$ cat config.mk
export PLATFORM = sky130hd
export DESIGN_NAME = pixel_stream_loader
export DESIGN_NICKNAME = d
export VERILOG_FILES = /design/src/rtl/led_pkg.sv /design/src/rtl/idle_timer.sv /design/src/rtl/pixel_stream_loader.sv
export SDC_FILE = /design/constraint.sdc
export NUM_CORES = 1
export LEC_CHECK = 0
export ABC_AREA = 1
export BUFFER_PORTS_ARGS = -buffer_cell sky130_fd_sc_hd__buf_2
export CORE_MARGIN = 2
export CORE_UTILIZATION = 30
export CTS_BUF_LIST = sky130_fd_sc_hd__clkbuf_8 sky130_fd_sc_hd__clkbuf_16
export DETAILED_ROUTE_END_ITERATION = 10
export PLACE_DENSITY_LB_ADDON = 0.15
export SYNTH_ARGS = -nofsm -noshare
export SYNTH_HDL_FRONTEND = slang
export SYNTH_SLANG_ARGS = --single-unit
$ cat constraint.sdc
create_clock -name clk -period 3.1 [get_ports clk]
set_clock_uncertainty 0.1 [all_clocks]
set_input_delay 0.31 -clock clk [delete_from_list [all_inputs] [get_ports clk]]
set_output_delay 0.31 -clock clk [all_outputs]
set_load 0.02 [all_outputs]
$ cat src/rtl/led_pkg.sv
// led_pkg: definitions shared by the pixel stream loader and the matrix driver.
//   channel_e   : colour channel the loader expects next (R, G, B byte order)
//   DEF_X_RES   : default pixels per row
//   DEF_Y_RES   : default rows per frame
//   DEF_TIMEOUT : default idle cycles before a resync (1 ms at 48 MHz)
package led_pkg;

  typedef enum logic [1:0] {
    CH_R = 2'd0,
    CH_G = 2'd1,
    CH_B = 2'd2
  } channel_e;

  localparam int unsigned DEF_X_RES   = 32;
  localparam int unsigned DEF_Y_RES   = 16;
  localparam int unsigned DEF_TIMEOUT = 48000;

endpackage

$ cat src/rtl/idle_timer.sv
// idle_timer: counts clock cycles since the last restart, saturating at TIMEOUT.
//   clk     : clock
//   reset_n : asynchronous active-low reset, clears the count
//   restart : clears the count (tie to the byte strobe)
//   expire  : high during the TIMEOUT-th idle cycle, once per idle gap
module idle_timer
  import led_pkg::*;
#(
  parameter int unsigned TIMEOUT = DEF_TIMEOUT
) (
  input  logic clk,
  input  logic reset_n,
  input  logic restart,
  output logic expire
);

  localparam int unsigned   CW    = $clog2(TIMEOUT + 1);
  localparam logic [CW-1:0] TC    = CW'(TIMEOUT);
  localparam logic [CW-1:0] TC_M1 = CW'(TIMEOUT - 1);

  logic [CW-1:0] idle_cnt;

  always_ff @(posedge clk or negedge reset_n) begin
    if (!reset_n)              idle_cnt <= '0;
    else if (restart)          idle_cnt <= '0;
    else if (idle_cnt != TC)   idle_cnt <= idle_cnt + 1'b1;
  end

  // Decoded from the count alone so a strobe arriving in the expiry cycle
  // still sees the resync; once saturated the count never matches again.
  assign expire = (idle_cnt == TC_M1);

endmodule

$ cat src/rtl/pixel_stream_loader.sv
// pixel_stream_loader: assembles R,G,B byte triples from the UART into
// framebuffer writes, walking the pixel position in raster order.
//   clk, reset_n          : clock, asynchronous active-low reset
//   rx_data, rx_strobe    : received byte and its one-cycle valid pulse
//   wr_strobe             : one-cycle framebuffer write pulse
//   wr_x, wr_y            : write position
//   wr_r, wr_g, wr_b      : pixel colour, stable until the next write
//   frame_done, bank      : last-pixel pulse and display bank (toggles with it)
//   resync_err, err_count : timeout discarded a partial frame / saturating tally
//
// state | meaning
// CH_R  | next byte is red of the current pixel
// CH_G  | next byte is green
// CH_B  | next byte is blue; it completes the pixel and triggers the write
module pixel_stream_loader
  import led_pkg::*;
#(
  parameter int unsigned X_RES   = DEF_X_RES,
  parameter int unsigned Y_RES   = DEF_Y_RES,
  parameter int unsigned TIMEOUT = DEF_TIMEOUT
) (
  input  logic       clk,
  input  logic       reset_n,
  input  logic [7:0] rx_data,
  input  logic       rx_strobe,
  output logic       wr_strobe,
  output logic [7:0] wr_x,
  output logic [7:0] wr_y,
  output logic [7:0] wr_r,
  output logic [7:0] wr_g,
  output logic [7:0] wr_b,
  output logic       frame_done,
  output logic       bank,
  output logic       resync_err,
  output logic [7:0] err_count
);

  localparam logic [7:0] X_LAST = 8'(X_RES - 1);
  localparam logic [7:0] Y_LAST = 8'(Y_RES - 1);

  channel_e   ch, ch_d, ch_eff;
  logic [7:0] pos_x, pos_y, pos_x_d, pos_y_d, x_eff, y_eff;
  logic [7:0] hold_r, hold_g, hold_r_d, hold_g_d;
  logic [7:0] wr_x_d, wr_y_d, wr_r_d, wr_g_d, wr_b_d, err_count_d;
  logic       wr_strobe_d, frame_done_d, bank_d, resync_err_d;
  logic       expire;

  idle_timer #(.TIMEOUT(TIMEOUT)) u_idle_timer (
    .clk     (clk),
    .reset_n (reset_n),
    .restart (rx_strobe),
    .expire  (expire)
  );

  always_ff @(posedge clk or negedge reset_n) begin
    if (!reset_n) begin
      ch         <= CH_R;
      pos_x      <= '0;
      pos_y      <= '0;
      hold_r     <= '0;
      hold_g     <= '0;
      wr_strobe  <= 1'b0;
      wr_x       <= '0;
      wr_y       <= '0;
      wr_r       <= '0;
      wr_g       <= '0;
      wr_b       <= '0;
      frame_done <= 1'b0;
      bank       <= 1'b0;
      resync_err <= 1'b0;
      err_count  <= '0;
    end else begin
      ch         <= ch_d;
      pos_x      <= pos_x_d;
      pos_y      <= pos_y_d;
      hold_r     <= hold_r_d;
      hold_g     <= hold_g_d;
      wr_strobe  <= wr_strobe_d;
      wr_x       <= wr_x_d;
      wr_y       <= wr_y_d;
      wr_r       <= wr_r_d;
      wr_g       <= wr_g_d;
      wr_b       <= wr_b_d;
      frame_done <= frame_done_d;
      bank       <= bank_d;
      resync_err <= resync_err_d;
      err_count  <= err_count_d;
    end
  end

  always_comb begin
    ch_d         = ch;
    pos_x_d      = pos_x;
    pos_y_d      = pos_y;
    hold_r_d     = hold_r;
    hold_g_d     = hold_g;
    wr_strobe_d  = 1'b0;
    wr_x_d       = wr_x;
    wr_y_d       = wr_y;
    wr_r_d       = wr_r;
    wr_g_d       = wr_g;
    wr_b_d       = wr_b;
    frame_done_d = 1'b0;
    bank_d       = bank;
    resync_err_d = 1'b0;
    err_count_d  = err_count;

    // Resync is resolved first; a byte in the same cycle then sees the
    // post-resync state and lands as red of pixel (0,0).
    ch_eff = ch;
    x_eff  = pos_x;
    y_eff  = pos_y;
    if (expire) begin
      if (ch != CH_R || pos_x != 8'd0 || pos_y != 8'd0) begin
        resync_err_d = 1'b1;
        if (err_count != 8'hFF) err_count_d = err_count + 8'd1;
      end
      ch_eff = CH_R;
      x_eff  = '0;
      y_eff  = '0;
    end
    ch_d    = ch_eff;
    pos_x_d = x_eff;
    pos_y_d = y_eff;

    if (rx_strobe) begin
      unique case (ch_eff)
        CH_R: begin
          hold_r_d = rx_data;
          ch_d     = CH_G;
        end
        CH_G: begin
          hold_g_d = rx_data;
          ch_d     = CH_B;
        end
        CH_B: begin
          ch_d        = CH_R;
          wr_strobe_d = 1'b1;
          wr_x_d      = x_eff;
          wr_y_d      = y_eff;
          wr_r_d      = hold_r;
          wr_g_d      = hold_g;
          wr_b_d      = rx_data;
          if (x_eff == X_LAST) begin
            pos_x_d = '0;
            if (y_eff == Y_LAST) begin
              pos_y_d      = '0;
              frame_done_d = 1'b1;
              bank_d       = ~bank;
            end else begin
              pos_y_d = y_eff + 8'd1;
            end
          end else begin
            pos_x_d = x_eff + 8'd1;
          end
        end
        default: ch_d = CH_R;
      endcase
    end
  end

endmodule
==> impl_metrics.env <==
export IMPL_status="finished clean"
export IMPL_htree_levels=3
export IMPL_io_buffers=62
export IMPL_dr_pass1_iters=4
export IMPL_fin_hold_ws_ns=0.152
export IMPL_synth_cells=513
export IMPL_root_buffer="clkbuf_16"
export IMPL_synth_ff_type="dfrtp_1"
export IMPL_ctsResizeCount=0
export IMPL_avgSynthCellArea_um2=9.01
export IMPL_crit_fanout=12
export IMPL_cts_buffers_inserted=9
export IMPL_max_slew_margin=0.511
export IMPL_setup_tns_ns=0
export IMPL_synth_compound_area_frac=0.0774
export IMPL_clock_sinks=102
export IMPL_mappedNetlistArea_um2=4620
export IMPL_fp_dieW_um=128
export IMPL_wirelength_um=9930
export IMPL_nets=594
export IMPL_vias=3488
export IMPL_ctsHoldBuffers=1
export IMPL_dp_hpwl_um=7020
export IMPL_p_leak_uw=0.00275
export IMPL_hold_class="input port to flip-flop"
export IMPL_clock_fmax_mhz=393
export IMPL_rsz0062_at_grt="false"
export IMPL_cellPowerDensity_nw_per_um2=767
export IMPL_holdPathStages=3
export IMPL_rows=45
export IMPL_synth_fa_ha_area_frac=0.0135
export IMPL_ys_seq_area_frac=0.552
export IMPL_tightestPinTransition_ns=0.733
export IMPL_ios=63
export IMPL_timing_rr_end="pos_y[5]"
export IMPL_final_cells=770
export IMPL_drtAntennaViolNets=0
export IMPL_drv_cap=0
export IMPL_postCtsSetupBuffers=0
export IMPL_drive_above_1_share=0.196
export IMPL_reg2reg_from="u_idle_timer.idle_cnt[0]"
export IMPL_setup_violations=0
export IMPL_r2r_setup_slack_ns=0.56
export IMPL_end_kind="flip-flop"
export IMPL_die_h_um=128
export IMPL_n_antenna_cell=0
export IMPL_yosys_cell_types_count=38
export IMPL_synth_net_count=529
export IMPL_yosys_area_share_simple=0.257
export IMPL_globalRouteOverflowTotal=0
export IMPL_post_route_min_period_ns=2.54
export IMPL_critPathKind="flip-flop to flip-flop"
export IMPL_clock_latency_ns=0.34
export IMPL_synth_xor_area_frac=0.0303
export IMPL_tritoncts="yes"
export IMPL_peakVddDrop_mv=0.316
export IMPL_routed_via_density=4.53
export IMPL_gp_congestion=0.827
export IMPL_drc=0
export IMPL_slew_viol_final=0
export IMPL_start_util=0.305
export IMPL_hold_viol_final=0
export IMPL_grt_max_degree=55
export IMPL_worstSetupStartpointType="flip-flop"
export IMPL_drt_iter0_markers=157
export IMPL_crit_required_ns=3.23
export IMPL_synth_seq_cells=102
export IMPL_power_uw=4170
export IMPL_placedCellCount=754
export IMPL_antenna_found_initial=0
export IMPL_synth_edf_count=0
export IMPL_clk_pin_slew_worst_paths_ns=0.06
export IMPL_grt_usage=0.129
export IMPL_worst_ep_arrival_time_ns=2.67
export IMPL_synth_mux_area_frac=0.00325
export IMPL_synthArstFlopShare=1.00
export IMPL_grt_pass1_wl_um=16800
export IMPL_synth_top_family_by_area="simple AND/OR/NAND/NOR gates"
export IMPL_core_um2=15100
export IMPL_startpoint="u_idle_timer.idle_cnt[0]"
export IMPL_cts_buffer_depth=2
export IMPL_ys_warn_count=0
export IMPL_min_period_over_period=0.820
export IMPL_r2r_cells=16
export IMPL_die_area_um2=16400
export IMPL_wl_per_cell_um=12.9
export IMPL_area_delta_synth_final_pct=17.5
export IMPL_endpoint="pos_y[5]"
export IMPL_grt_pass1_vias=3380
## cells in the final DEF (no fill, tap or decap), drive strengths merged
cell	count
a211oi	1
a21oi	13
and2	1
buf	69
clkbuf	13
clkinv	2
dfrtp	102
dlygate4sd3	1
ha	5
inv	55
mux2	1
nand2	155
nand3	21
nand3b	1
nand4	6
nor2	47
nor3	10
nor3b	1
nor4	5
o211ai	1
o21a	1
o21ai	54
or2	1
xnor2	7
xor2	9
## layout make-up
type | instances | area [µm²]
inverters | 55 | 206
clock buffers | 13 | 280
well taps | 188 | 235
repair buffers | 70 | 388
fillers | 1550 | 9710
flip-flops and latches | 102 | 2550
clock inverters | 2 | 7.51
multi-input cells | 340 | 1760
## power by group
part | leakage (µW) | internal (µW) | switching [µW]
registers | 0.00130 | 1710 | 227
logic | 0.00131 | 383 | 769
clock network | 0.000150 | 622 | 459
total | 0.00275 | 2710 | 1460
## how the worst min path moves through the flow
stage,startpoint,to
2_1_floorplan,reset_n,bank
3_3_place_gp,reset_n,pos_y[0]
3_5_place_dp,reset_n,pos_y[2]
4_1_cts,rx_data[5],hold_r[5]
5_1_grt,rx_data[5],hold_r[5]
6_report,rx_data[5],hold_r[5]
## critical path: stages, from the launching register on
cell and delay [ns]:
dfrtp_1 0.40, ha_1 0.24, nand3_1 0.14, nor2_4 0.06, nand2_4 0.06, inv_2 0.10, nor2_1 0.16, ha_1 0.19
nand2_1 0.05, inv_1 0.05, nand3_1 0.16, nor2_4 0.22, nand2_4 0.10, nor2_4 0.11, nand2_1 0.07, xnor2_1 0.15
inv_1 0.05
## through the flow
step           cell area [µm²]  setup slack [ns]   util
3_5_place_dp              5130             0.546  0.339
2_1_floorplan             4620             0.681      -
4_1_cts                   5430             0.534  0.359
5_1_grt                   5430             0.300  0.359
3_3_place_gp              5130             0.562  0.339
6_report                  5430             0.558  0.359
## metal layers
layer  track usage  share of wire  wire length (µm)  up-vias
met5             0              0                 0        -
met2         0.203           0.46              4620       63
met4        0.0310         0.0088                87        0
met3        0.0413          0.047               471        7
li1              -              -                 -     1759
met1         0.175           0.48              4760     1659
## cells in the mapped netlist, drive strengths merged, types with 6 or more instances
master / n / area share
a21oi: 13 / 0.014
nand3: 21 / 0.033
xnor2: 7 / 0.013
nor2: 47 / 0.048
inv: 53 / 0.043
dfrtp: 102 / 0.55
nand2: 155 / 0.14
o21ai: 54 / 0.058
buf: 12 / 0.019
nand4: 6 / 0.011
xor2: 9 / 0.017
nor3: 10 / 0.012
## state kept, by name, indices dropped and copies added (netlist names)
register and count:
u_idle_timer.idle_cnt 16, err_count 8, hold_g 8, hold_r 8, pos_x 8, pos_y 8, wr_b 8, wr_g 8
wr_r 8, wr_x 8, wr_y 8, ch 2, bank 1, frame_done 1, resync_err 1, wr_strobe 1
## kinds of logic after synthesis
kind of cell | count (synthesis)
AND/OR/NAND/NOR | 248
flip-flops | 102
buffers and inverters | 71
AO/OA/AOI/OAI | 70
XOR/XNOR | 16
adder cells (fa/ha/maj) | 5
multiplexers | 1
Note: power is estimated with default switching activity, not from simulation.
